$ cat config.mk
export PLATFORM = sky130hd
export DESIGN_NAME = if_pc_ctrl_flat
export DESIGN_NICKNAME = d
export VERILOG_FILES = /design/src/rtl/if_pc_ctrl_pkg.sv /design/src/rtl/if_pc_ctrl_if.sv /design/src/rtl/if_pc_ctrl_irq_nest_stack.sv /design/src/rtl/if_pc_ctrl.sv /design/src/flat_wrapper.sv
export SDC_FILE = /design/constraint.sdc
export NUM_CORES = 1
export LEC_CHECK = 0
export CAP_MARGIN = 30
export CELL_PAD_IN_SITES_DETAIL_PLACEMENT = 1
export CELL_PAD_IN_SITES_GLOBAL_PLACEMENT = 1
export CORE_UTILIZATION = 29
export DETAILED_ROUTE_END_ITERATION = 8
export GPL_TIMING_DRIVEN = 0
export PLACE_DENSITY_LB_ADDON = 0.2
export SLEW_MARGIN = 10
export SYNTH_ARGS = -nofsm -noshare
export SYNTH_HDL_FRONTEND = slang
export SYNTH_SLANG_ARGS = --single-unit
$ cat constraint.sdc
create_clock -name clk -period 7.3 [get_ports clk]
set_clock_uncertainty 0.05 [all_clocks]
set_input_delay 1.095 -clock clk [delete_from_list [all_inputs] [get_ports clk]]
set_output_delay 1.095 -clock clk [all_outputs]
set_load 0.03 [all_outputs]
$ cat src/rtl/if_pc_ctrl_pkg.sv
// Shared types and width helpers for the IF-stage fetch PC controller.
package if_pkg;

    function automatic int irq_w(input int n);
        return (n > 1) ? $clog2(n) : 1;
    endfunction

    function automatic int lvl_w(input int n);
        return $clog2(n + 1);
    endfunction

    localparam int XLEN_DEF    = 32;
    localparam int NUM_IRQ_DEF = 4;
    localparam int IRQ_W       = irq_w(NUM_IRQ_DEF);
    localparam int LVL_W       = lvl_w(NUM_IRQ_DEF);

    // Stack entry layout for the default configuration; the top builds the
    // same {ret_addr, level} shape at its own parameter widths.
    typedef struct packed {
        logic [XLEN_DEF-1:0] ret_addr;
        logic [LVL_W-1:0]    level;
    } stack_entry_t;

    typedef enum logic [2:0] {
        SRC_BOOT, SRC_UNDO, SRC_PCR, SRC_RETI,
        SRC_IRQ,  SRC_HOLD, SRC_PRED, SRC_SEQ
    } src_t;

endpackage

$ cat src/rtl/if_pc_ctrl_if.sv
// Fetch-control bus between the pipeline/interrupt fabric and if_pc_ctrl.
interface if_pc_ctrl_if
    import if_pkg::*;
#(
    parameter int XLEN    = 32,
    parameter int NUM_IRQ = 4
);
    localparam int IW = irq_w(NUM_IRQ);
    localparam int LW = lvl_w(NUM_IRQ);

    logic [NUM_IRQ-1:0] irq;
    logic               stall;
    logic               branch_predict;
    logic [XLEN-1:0]    branch_pc;
    logic               branch_undo;
    logic [XLEN-1:0]    pc_not_taken;
    logic               pcr_take;
    logic [XLEN-1:0]    pcr;
    logic               reti;
    logic [XLEN-1:0]    mem_addr;
    logic [XLEN-1:0]    pc_plus_4;
    logic               irq_taken;
    logic [IW-1:0]      irq_id;
    logic [LW-1:0]      irq_level;
    logic               stack_full;
    logic               stack_err;

    modport master (
        output irq, stall, branch_predict, branch_pc, branch_undo,
               pc_not_taken, pcr_take, pcr, reti,
        input  mem_addr, pc_plus_4, irq_taken, irq_id, irq_level,
               stack_full, stack_err
    );

    modport slave (
        input  irq, stall, branch_predict, branch_pc, branch_undo,
               pc_not_taken, pcr_take, pcr, reti,
        output mem_addr, pc_plus_4, irq_taken, irq_id, irq_level,
               stack_full, stack_err
    );
endinterface

$ cat src/rtl/if_pc_ctrl_irq_nest_stack.sv
// LIFO of interrupt return contexts; push and pop are never requested together.
module irq_nest_stack #(
    parameter int W     = 35,
    parameter int DEPTH = 4
) (
    input  logic         clk,
    input  logic         rst_n,
    input  logic         push,
    input  logic         pop,
    input  logic [W-1:0] din,
    output logic [W-1:0] top,
    output logic         full,
    output logic         empty
);
    localparam int SPW = $clog2(DEPTH + 1);
    localparam int AW  = (DEPTH > 1) ? $clog2(DEPTH) : 1;

    logic [DEPTH-1:0][W-1:0] mem;
    logic [SPW-1:0]          sp;
    logic [AW-1:0]           top_idx;

    assign full    = (sp == SPW'(DEPTH));
    assign empty   = (sp == '0);
    assign top_idx = AW'(sp - SPW'(1));
    assign top     = empty ? '0 : mem[top_idx];

    always_ff @(posedge clk or negedge rst_n) begin
        if (!rst_n) begin
            sp  <= '0;
            mem <= '0;
        end else if (push && !full) begin
            mem[AW'(sp)] <= din;
            sp           <= sp + SPW'(1);
        end else if (pop && !empty) begin
            sp <= sp - SPW'(1);
        end
    end
endmodule

$ cat src/rtl/if_pc_ctrl.sv
// IF-stage next-PC selection with prioritised, nestable vectored interrupts.
module if_pc_ctrl
    import if_pkg::*;
#(
    parameter int              XLEN       = 32,
    parameter logic [XLEN-1:0] RESET_PC   = '0,
    parameter int              NUM_IRQ    = 4,
    parameter logic [XLEN-1:0] VEC_BASE   = 'h100,
    parameter int              VEC_STRIDE = 16,
    parameter int              NEST_DEPTH = 4
) (
    input  logic         clk,
    input  logic         rst_n,
    if_pc_ctrl_if.slave  bus
);
    localparam int IW = irq_w(NUM_IRQ);
    localparam int LW = lvl_w(NUM_IRQ);
    localparam int EW = XLEN + LW;

    typedef struct packed {
        logic [XLEN-1:0] ret_addr;
        logic [LW-1:0]   level;
    } ent_t;

    logic [XLEN-1:0]    pc, next_pc, pc_p4, vec_addr;
    logic               boot;
    logic [NUM_IRQ-1:0] pending, irq_q, elig, take_mask;
    logic [LW-1:0]      cur_level;
    logic [IW-1:0]      win;
    logic               irq_hit, irq_ok, reti_eff;
    logic               push, pop, full, empty;
    logic [EW-1:0]      top_raw;
    ent_t               push_ent, top_ent;
    src_t               src;

    assign pc_p4    = pc + XLEN'(4);
    assign vec_addr = VEC_BASE + XLEN'(win) * XLEN'(VEC_STRIDE);
    assign top_ent  = ent_t'(top_raw);
    assign push_ent = '{ret_addr: pc_p4, level: cur_level};

    // reti only counts when no higher-priority redirect owns this cycle
    assign reti_eff = bus.reti & ~boot & ~bus.branch_undo & ~bus.pcr_take;
    assign irq_ok   = ~boot & ~full & ~bus.stall & ~bus.branch_undo
                    & ~bus.pcr_take & ~bus.reti;

    always_comb begin
        elig    = '0;
        win     = '0;
        irq_hit = 1'b0;
        for (int i = 0; i < NUM_IRQ; i++)
            elig[i] = pending[i] && (LW'(i) < cur_level);
        for (int i = NUM_IRQ - 1; i >= 0; i--) begin
            if (elig[i]) begin
                irq_hit = irq_ok;
                win     = IW'(i);
            end
        end
    end

    always_comb begin
        src = SRC_SEQ;
        if (boot)                         src = SRC_BOOT;
        else if (bus.branch_undo)         src = SRC_UNDO;
        else if (bus.pcr_take)            src = SRC_PCR;
        else if (reti_eff && !empty)      src = SRC_RETI;
        else if (irq_hit)                 src = SRC_IRQ;
        else if (bus.stall)               src = SRC_HOLD;
        else if (bus.branch_predict)      src = SRC_PRED;
    end

    always_comb begin
        next_pc = pc_p4;
        case (src)
            SRC_BOOT: next_pc = RESET_PC;
            SRC_UNDO: next_pc = bus.pc_not_taken;
            SRC_PCR:  next_pc = bus.pcr;
            SRC_RETI: next_pc = top_ent.ret_addr;
            SRC_IRQ:  next_pc = vec_addr;
            SRC_HOLD: next_pc = pc;
            SRC_PRED: next_pc = bus.branch_pc;
            default:  next_pc = pc_p4;
        endcase
    end

    assign push      = (src == SRC_IRQ);
    assign pop       = (src == SRC_RETI);
    assign take_mask = push ? (NUM_IRQ'(1) << win) : '0;

    irq_nest_stack #(.W(EW), .DEPTH(NEST_DEPTH)) u_stack (
        .clk   (clk),
        .rst_n (rst_n),
        .push  (push),
        .pop   (pop),
        .din   (push_ent),
        .top   (top_raw),
        .full  (full),
        .empty (empty)
    );

    always_ff @(posedge clk or negedge rst_n) begin
        if (!rst_n) begin
            pc        <= RESET_PC;
            boot      <= 1'b1;
            irq_q     <= '0;
            pending   <= '0;
            cur_level <= LW'(NUM_IRQ);
        end else begin
            pc      <= next_pc;
            boot    <= 1'b0;
            irq_q   <= bus.irq;
            // a fresh edge wins over the clear of the channel being entered
            pending <= (pending & ~take_mask) | (bus.irq & ~irq_q);
            if (push)     cur_level <= LW'(win);
            else if (pop) cur_level <= top_ent.level;
        end
    end

    assign bus.mem_addr   = next_pc;
    assign bus.pc_plus_4  = pc_p4;
    assign bus.irq_taken  = push;
    assign bus.irq_id     = push ? win : '0;
    assign bus.irq_level  = cur_level;
    assign bus.stack_full = full;
    assign bus.stack_err  = reti_eff & empty;
endmodule
$ cat src/flat_wrapper.sv
// flat-port wrapper written by rule: the top's interface ports become plain ports
module if_pc_ctrl_flat import if_pkg::*;
#(
    parameter int              XLEN       = 32,
    parameter logic [XLEN-1:0] RESET_PC   = '0,
    parameter int              NUM_IRQ    = 4,
    parameter logic [XLEN-1:0] VEC_BASE   = 'h100,
    parameter int              VEC_STRIDE = 16,
    parameter int              NEST_DEPTH = 4
)
  (clk, rst_n, bus_irq, bus_stall, bus_branch_predict, bus_branch_pc, bus_branch_undo, bus_pc_not_taken, bus_pcr_take, bus_pcr, bus_reti, bus_mem_addr, bus_pc_plus_4, bus_irq_taken, bus_irq_id, bus_irq_level, bus_stack_full, bus_stack_err);
  if_pc_ctrl_if #(.XLEN(XLEN), .NUM_IRQ(NUM_IRQ)) bus_i ();
  input  logic clk;
  input  logic rst_n;
  input wire logic [$bits(bus_i.irq)-1:0] bus_irq;
  input wire logic [$bits(bus_i.stall)-1:0] bus_stall;
  input wire logic [$bits(bus_i.branch_predict)-1:0] bus_branch_predict;
  input wire logic [$bits(bus_i.branch_pc)-1:0] bus_branch_pc;
  input wire logic [$bits(bus_i.branch_undo)-1:0] bus_branch_undo;
  input wire logic [$bits(bus_i.pc_not_taken)-1:0] bus_pc_not_taken;
  input wire logic [$bits(bus_i.pcr_take)-1:0] bus_pcr_take;
  input wire logic [$bits(bus_i.pcr)-1:0] bus_pcr;
  input wire logic [$bits(bus_i.reti)-1:0] bus_reti;
  output wire logic [$bits(bus_i.mem_addr)-1:0] bus_mem_addr;
  output wire logic [$bits(bus_i.pc_plus_4)-1:0] bus_pc_plus_4;
  output wire logic [$bits(bus_i.irq_taken)-1:0] bus_irq_taken;
  output wire logic [$bits(bus_i.irq_id)-1:0] bus_irq_id;
  output wire logic [$bits(bus_i.irq_level)-1:0] bus_irq_level;
  output wire logic [$bits(bus_i.stack_full)-1:0] bus_stack_full;
  output wire logic [$bits(bus_i.stack_err)-1:0] bus_stack_err;
  assign bus_i.irq = bus_irq;
  assign bus_i.stall = bus_stall;
  assign bus_i.branch_predict = bus_branch_predict;
  assign bus_i.branch_pc = bus_branch_pc;
  assign bus_i.branch_undo = bus_branch_undo;
  assign bus_i.pc_not_taken = bus_pc_not_taken;
  assign bus_i.pcr_take = bus_pcr_take;
  assign bus_i.pcr = bus_pcr;
  assign bus_i.reti = bus_reti;
  assign bus_mem_addr = bus_i.mem_addr;
  assign bus_pc_plus_4 = bus_i.pc_plus_4;
  assign bus_irq_taken = bus_i.irq_taken;
  assign bus_irq_id = bus_i.irq_id;
  assign bus_irq_level = bus_i.irq_level;
  assign bus_stack_full = bus_i.stack_full;
  assign bus_stack_err = bus_i.stack_err;
  if_pc_ctrl #(.XLEN(XLEN), .RESET_PC(RESET_PC), .NUM_IRQ(NUM_IRQ), .VEC_BASE(VEC_BASE), .VEC_STRIDE(VEC_STRIDE), .NEST_DEPTH(NEST_DEPTH)) u_core (.clk(clk), .rst_n(rst_n), .bus(bus_i));
endmodule
==> metrics.md, run 1 <==
| Metric | Value |
|---|---|
| Status | completed |
| Post-synthesis register bit count | 187 |
| Commonest cells post-synth | dfrtp_1, nand2_1, o21ai_0 |
| Die area | 33000 um^2 |
| 1st-iter DRT viols | 506 |
| Global-route wire length before repair | 54200 um |
| Clock latency on the worst-skew pair | 0.45 ns |
| Vias per inst | 5.30 |
| H-Tree Depth | 4 |
| Via Count | 7800 |
| Setup TNS | 0 ns |
| Port Buffers | 178 |
| RSZ-0062 raised after global routing | no |
| Die span in x | 182 um |
| DR pass1 iterations | 5 |
| Layout cell share with drive strength beyond 1 | 0.136 |
| Power Density | 260 nW/um^2 |
| Initial Util | 0.296 |
| GRT overflow | 0 |
| Wirelength per Cell | 24.6 um |
| Max-slew headroom | 0.290 |
| # DRC | 0 |
| # setup viols final | 0 |
| Peak VDD IR | 0.000163 V |
| Worst hold stages | 1 |
| Leakage power total | 0.00531 uW |
| Clk pin slew, worst setup/hold paths | 0.08 ns |
| Yosys top cell area share | 0.495 |
| Post-DP Area | 11700 um^2 |
| Peak Freq | 153 MHz |
| Post-cts sizing count | 0 |
| Max FO, Critical Path | 10 |
| TritonCTS buffer count | 17 |
| Fin util | 0.390 |
| Synth area leader | dfrtp_1 |
| Netlist cell types | 58 |
| Synthesized area | 9350 um^2 |
| Synth Flop Type | dfrtp_1 |
| CTS tree | yes |
| Seq/Total Area, Yosys | 0.501 |
| Final Critical Period | 6.53 ns |
| Largest net degree at the start of global routing | 71 |
| Syn nets | 969 |
| Post-Layout Inst Area | 12300 um^2 |
| Max-slew violation count | 0 |
| Fillers | 3471 |
| Most common cell in the synthesized netlist | dfrtp_1 |
| Share of the cycle needed by the critical path after routing | 0.894 |
| Hold-fix buffers, CTS | 0 |
| Top-Level Pins | 179 |
| Initial antenna violation count | 0 |
| Routed WL | 36300 um |
| Synth Area per Inst | 10.9 um^2 |
| Area growth, synth to finish | 32.0% |
| Number of diodes | 0 |
| Final Hold Vio Count | 0 |
| Worst Max-Slew Pin Slew | 1.05 ns |
| Vias in the first global route | 8324 |
| Gr usage total | 0.226 |
| Clock Sinks | 187 |
| Top post-synthesis cells by area | dfrtp_1, mux4_2, o21ai_0 |
| R2R cell count | 11 |
| DRT antenna net count | 0 |
| Synthesized instance count | 856 |
| Post-CTS Setup Inserts | 0 |
| CP Class | reg -> out |
| YS warnings | 0 |
| Nature of the critical path endpoint | output port |
| Crit path required time | 6.15 ns |
| CTS Buffer Depth | 2 |
| Die height | 182 um |
| Hpwl dp | 26000 um |
| Final nets | 1170 |
| Num rows | 65 |
| Gp weighted congestion | 0.779 |
| EDFF count, synth | 0 |
| Clock root buffer | clkbuf_16 |
| Crit path DAT | 5.38 ns |
| Core area | 31600 um^2 |
| FFs w/ async S/R, synth | 1.00 |
| Tightest Hold Check Type | reg -> reg |
| Crit path launch type | register |
| Max-cap viol count | 0 |
-- where the power goes --
part / total [uW] / switching, uW / internal, uW
combinational: 960 / 546 / 414
sequential: 1280 / 103 / 1170
clock: 978 / 481 / 497
-- worst paths after layout --
kind                                       from                      to  slack, ns
hold reg to reg                 u_core.irq_q[0]       u_core.pending[0]       0.39
min in group asynchronous                 rst_n  u_core.u_stack.mem[43]       0.50
hold / removal                  u_core.irq_q[0]       u_core.pending[0]       0.39
max in group asynchronous                 rst_n           u_core.pc[29]       5.62
setup / recovery           u_core.u_stack.sp[0]         bus_mem_addr[2]       0.77
setup reg to reg           u_core.u_stack.sp[0]            u_core.pc[2]       2.80
-- area by class of cell --
type | instances | area, um^2 | area share
Tap cell | 402 | 503 | 0.0407
Sequential cell | 187 | 4680 | 0.379
Clock inverter | 15 | 199 | 0.0161
Buffer | 62 | 332 | 0.0269
Clock buffer | 17 | 425 | 0.0345
Timing Repair Buffer | 182 | 1870 | 0.151
Inverter | 40 | 150 | 0.0122
Multi-Input combinational cell | 567 | 4190 | 0.339
-- per-stage QoR --
stage | worst slack, ns | std cells | total power [uW] | hold slack, ns
2_1_floorplan | 2.72 | 856 | 1850 | 0.350
3_3_place_gp | -3.33 | 1436 | 2230 | 0.368
6_report | 0.775 | 1472 | 3210 | 0.388
5_1_grt | 0.561 | 1472 | 3360 | 0.417
3_5_place_dp | 1.16 | 1439 | 2260 | 0.369
4_1_cts | 0.678 | 1471 | 3240 | 0.391
-- sequential cells by signal, summed over array words and instances (netlist names) --
register and flops:
u_core.boot 1, u_core.bus.irq_level 3, u_core.irq_q 4, u_core.pc 32
u_core.pending 4, u_core.u_stack.mem 140, u_core.u_stack.sp 3
-- routing by layer --
metal | GRT usage | share of wire
met1 | 0.306 | 0.45
met2 | 0.362 | 0.48
met3 | 0.0443 | 0.046
met4 | 0.0708 | 0.020
met5 | 0 | 0
-- cells by family after synthesis --
logic type | after synthesis | share of synthesized area
muxes | 60 | 0.115
AOI/OAI and AO/OA | 264 | 0.191
other | 1 | 0.000401
xor gates and xnor gates | 30 | 0.0281
buffers and inverters | 102 | 0.0515
adders and majority gates | 6 | 0.00803
and+or+nand+nor | 206 | 0.105
DFF | 187 | 0.501
-- worst max-delay path, stage by stage (launching register included) --
cell and delay (ns):
dfrtp_1 0.38, buf_2 0.40, buf_2 0.44, inv_1 0.19
ha_1 0.31, clkbuf_1 0.47, buf_6 0.23, clkbuf_1 0.68
mux4_2 0.43, a221o_1 0.30, a211oi_1 0.33, a21oi_1 0.13
clkdlybuf4s50_1 0.63
-- cell usage in the layout, fill, tap and decap left out, drive strengths merged, types with 3 or more instances in the layout --
cell	n
dfrtp	185
a221o	27
a31oi	4
and2	4
xnor2	14
buf	38
nand4	11
nand3	18
clkdlybuf4s50	177
nor3	7
nor2b	3
a22o	32
o21ai	122
a211oi	31
inv	46
nand2	138
clkinv	8
nor4	4
mux4	35
nor2	11
mux2	24
a221oi	3
xor2	16
ha	6
clkbuf	46
a21oi	34
(Power assumes the default switching activity.)
==> inputs of run 2 (changes only) <==
--- a/config.mk
+++ b/config.mk
@@ -15,4 +15,5 @@
 export SLEW_MARGIN = 10
 export SYNTH_ARGS = -nofsm -noshare
 export SYNTH_HDL_FRONTEND = slang
+export SYNTH_HIERARCHICAL = 1
 export SYNTH_SLANG_ARGS = --single-unit
==> run 2 against run 1 <==
Against the previous run: first-iteration DRC count down 9.5%; synthesized cell count down 9.5%; count of clock-buffer cells in the layout up 2; power down 8.7%; area after synthesis up 10%; highest routed layer unchanged; maximum frequency up 0.75%; critical path depth up 1; final cell count down 1.6%.
==> metrics.md, run 2 <==
| Metric | Value |
|---|---|
| Status | completed (unchanged) |
| # setup viols final | 0 (unchanged) |
| Fillers | 3721 (was 3471) |
| DP Cell Count | 1414 (was 1439) |
| Multi-input gate area | 5120 um^2 (was 4190 um^2) |
| Leakage power total | 0.00609 uW (was 0.00531 uW) |
| H-Tree Depth | 4 (unchanged) |
| CP Class | reg -> out (unchanged) |
| Largest net degree at the start of global routing | 82 (was 71) |
| FFs w/ async S/R, synth | 1.00 (unchanged) |
| Syn nets | 889 (was 969) |
| Vias per inst | 5.15 (was 5.30) |
| Post-Layout Inst Area | 13400 um^2 (was 12300 um^2) |
| DRT antenna net count | 0 (unchanged) |
| Core area | 34700 um^2 (was 31600 um^2) |
| Gr usage total | 0.206 (was 0.226) |
| Post-cts sizing count | 0 (unchanged) |
| Commonest cells post-synth | dfrtp_1, mux2_4, nand2_1 (was dfrtp_1, nand2_1, o21ai_0) |
| Die height | 190 um (was 182 um) |
| Post-synthesis adder-cell area fraction | 0.00851 (was 0.00803) |
| Yosys top cell area share | 0.450 (was 0.495) |
| Worst Max-Slew Pin Slew | 1.05 ns (about the same) |
| Clk pin slew, worst setup/hold paths | 0.07 ns (was 0.08 ns) |
| 1st-iter DRT viols | 458 (was 506) |
| Synth area leader | dfrtp_1 (unchanged) |
| Max-slew violation count | 0 (unchanged) |
| Post-DP Area | 12800 um^2 (was 11700 um^2) |
| Fin Hold WS | 0.365 ns (was 0.388 ns) |
| Layout cell share with drive strength beyond 1 | 0.280 (was 0.136) |
| Max-cap viol count | 0 (unchanged) |
| Compound-Gate Fraction of Synth Area | 0.0901 (was 0.191) |
| Synthesized area | 10300 um^2 (was 9350 um^2) |
| Routed WL | 36200 um (was 36300 um) |
| Clock Sinks | 187 (unchanged) |
| TritonCTS buffer count | 17 (unchanged) |
| Synth Flop Type | dfrtp_1 (unchanged) |
| Synthesized instance count | 775 (was 856) |
| Post-CTS Setup Inserts | 0 (unchanged) |
| Die span in x | 190 um (was 182 um) |
| Most frequent cells in the layout | dfrtp_1, clkdlybuf4s50_1, mux2_4, nand2_1, mux2_2 (was dfrtp_1, clkdlybuf4s50_1, nand2_1, o21ai_0, inv_1) |
| DR pass1 iterations | 5 (unchanged) |
| Top-Level Pins | 179 (unchanged) |
| Commonest non-fill, non-tap cell in the layout | dfrtp_1 (unchanged) |
| Seq/Total Area, Yosys | 0.455 (was 0.501) |
| Post-synthesis register bit count | 187 (unchanged) |
| Share of the cycle needed by the critical path after routing | 0.887 (was 0.894) |
| Max-slew headroom | 0.299 (was 0.290) |
| Wirelength per Cell | 25.0 um (was 24.6 um) |
| Final Critical Period | 6.48 ns (was 6.53 ns) |
| Largest registers | u_core/u_stack/mem: 140 flops, u_core/pc: 32 flops (was u_core.u_stack.mem: 140 flops, u_core.pc: 32 flops) |
| Max reg flops | 140 (unchanged) |
| Tightest Hold Check Type | reg -> reg (unchanged) |
| Hold-fix buffers, CTS | 0 (unchanged) |
| RSZ-0062 raised after global routing | no (unchanged) |
| Global-route wire length before repair | 54200 um (about the same) |
| Crit path required time | 6.15 ns (about the same) |
| GRT overflow | 0 (unchanged) |
| Proportion of synthesized area in mux cells | 0.267 (was 0.115) |
| Peak Freq | 154 MHz (was 153 MHz) |
| Post-synthesis xor/xnor area fraction | 0.0247 (was 0.0281) |
| Largest Register | u_core/u_stack/mem (was u_core.u_stack.mem) |
| Clock root buffer | clkbuf_16 (unchanged) |
| Power Density | 219 nW/um^2 (was 260 nW/um^2) |
| # DRC | 0 (unchanged) |
| CTS tree | yes (unchanged) |
| Synth Area in Simple Gates | 0.106 (was 0.105) |
| Gp weighted congestion | 0.761 (was 0.779) |
| Top post-synthesis cells by area | dfrtp_1, mux2_4, mux4_2 (was dfrtp_1, mux4_2, o21ai_0) |
| Area growth, synth to finish | 30.1% (was 32.0%) |
| EDFF count, synth | 0 (unchanged) |
| Crit path launch type | register (unchanged) |
| Max FO, Critical Path | 12 (was 10) |
| Clock latency on the worst-skew pair | 0.45 ns (about the same) |
| Synth Area per Inst | 13.3 um^2 (was 10.9 um^2) |
| Die area | 36200 um^2 (was 33000 um^2) |
| YS warnings | 6 (was 0) |
| Num rows | 68 (was 65) |
| Netlist cell types | 66 (was 58) |
| Port Buffers | 178 (unchanged) |
| Peak VDD IR | 0.000188 V (was 0.000163 V) |
| Seq. cell area | 4680 um^2 (unchanged) |
| Via Count | 7460 (was 7800) |
| Nature of the critical path endpoint | output port (unchanged) |
| Total design power | 2930 uW (was 3210 uW) |
| Crit path DAT | 5.33 ns (was 5.38 ns) |
| CTS Buffer Depth | 2 (unchanged) |
| Final Hold Vio Count | 0 (unchanged) |
| Initial Util | 0.296 (about the same) |
| Non-filler cells, final | 1448 (was 1472) |
| Initial antenna violation count | 2 (was 0) |
| Largest family of logic cells by synthesized area | multiplexers (was compound AO/OA/AOI/OAI gates) |
| FF-to-FF setup slack | 2.98 ns (was 2.80 ns) |
| Final nets | 1092 (was 1170) |
| Hpwl dp | 25600 um (was 26000 um) |
| Vias in the first global route | 8015 (was 8324) |
| Most common cell in the synthesized netlist | dfrtp_1 (unchanged) |
==> run 2: cell count changes in the layout (fill, tap and decap cells not counted), sizes merged, moves of 26 or more <==
cell / previous run / this run
a211oi: 31 / 3
a21oi: 34 / 8
nand2: 138 / 63
nor2b: 3 / 38
mux2: 24 / 142
o21ai: 122 / 11
==> run 2: cells by family (layout without fill, tap and decap cells) <==
kind of cell	count (synthesis)	after routing
simple gates	193	193
flops	187	187
mux	179	179
compound gates	107	107
buf+inv	72	288
xor+xnor	29	29
fa+ha+maj	7	7
other cells	1	3
==> run 2: worst paths after layout <==
path	cells past startpoint	from	end
min in group asynchronous	1	rst_n	u_core/pc[14]
min reg2reg	1	u_core/irq_q[2]	u_core/pending[2]
max in group asynchronous	2	rst_n	u_core/bus.irq_level[2]
max reg2reg	12	u_core/u_stack/sp[0]	u_core/pc[8]
max	13	u_core/u_stack/sp[0]	bus_mem_addr[8]
min	1	u_core/irq_q[2]	u_core/pending[2]
==> run 2: cell type report <==
| type | instances | share of cell area |
|---|---|---|
| diodes | 2 | 0.000374 |
| clock buffers | 19 | 0.0338 |
| clock inverters | 13 | 0.0134 |
| flip-flops and latches | 187 | 0.350 |
| multi-input cells | 516 | 0.382 |
| well taps | 455 | 0.0425 |
| inverters | 20 | 0.00561 |
| repair buffers | 184 | 0.141 |
| plain buffers | 52 | 0.0317 |
==> run 2: per-stage QoR <==
| stage | util | setup TNS (ns) | setup WS (ns) |
|---|---|---|---|
| 2_1_floorplan | - | 0 | 3.04 |
| 3_3_place_gp | 0.364 | -635.67 | -3.45 |
| 3_5_place_dp | 0.367 | 0 | 1.14 |
| 4_1_cts | 0.386 | 0 | 0.744 |
| 5_1_grt | 0.386 | 0 | 0.562 |
| 6_report | 0.386 | 0 | 0.824 |
==> run 2: worst max-delay path, stage by stage, from the launching register on <==
cell and delay, ns:
dfrtp_1 0.39, buf_4 0.29, buf_6 0.25, inv_1 0.11
ha_1 0.30, ha_1 0.42, nor2b_1 0.27, and2_1 0.15
buf_2 0.39, clkbuf_1 0.80, nand2_1 0.10, and3_1 0.20
o21ai_0 0.43, clkdlybuf4s50_1 0.77
==> run 2: where the power goes <==
part           leakage [uW]  switching (uW)  internal [uW]
clock              0.000301             461            568
sequential          0.00254            35.7           1060
combinational       0.00325             503            306
total               0.00609            1000           1930
==> run 2: per-layer routing <==
layer / track usage / up-vias / wire, um
met4: 0.0431 / 0 / 499
li1: - / 3295 / -
met5: 0 / - / 0
met1: 0.285 / 3911 / 16800
met3: 0.0427 / 25 / 2050
met2: 0.330 / 229 / 16900
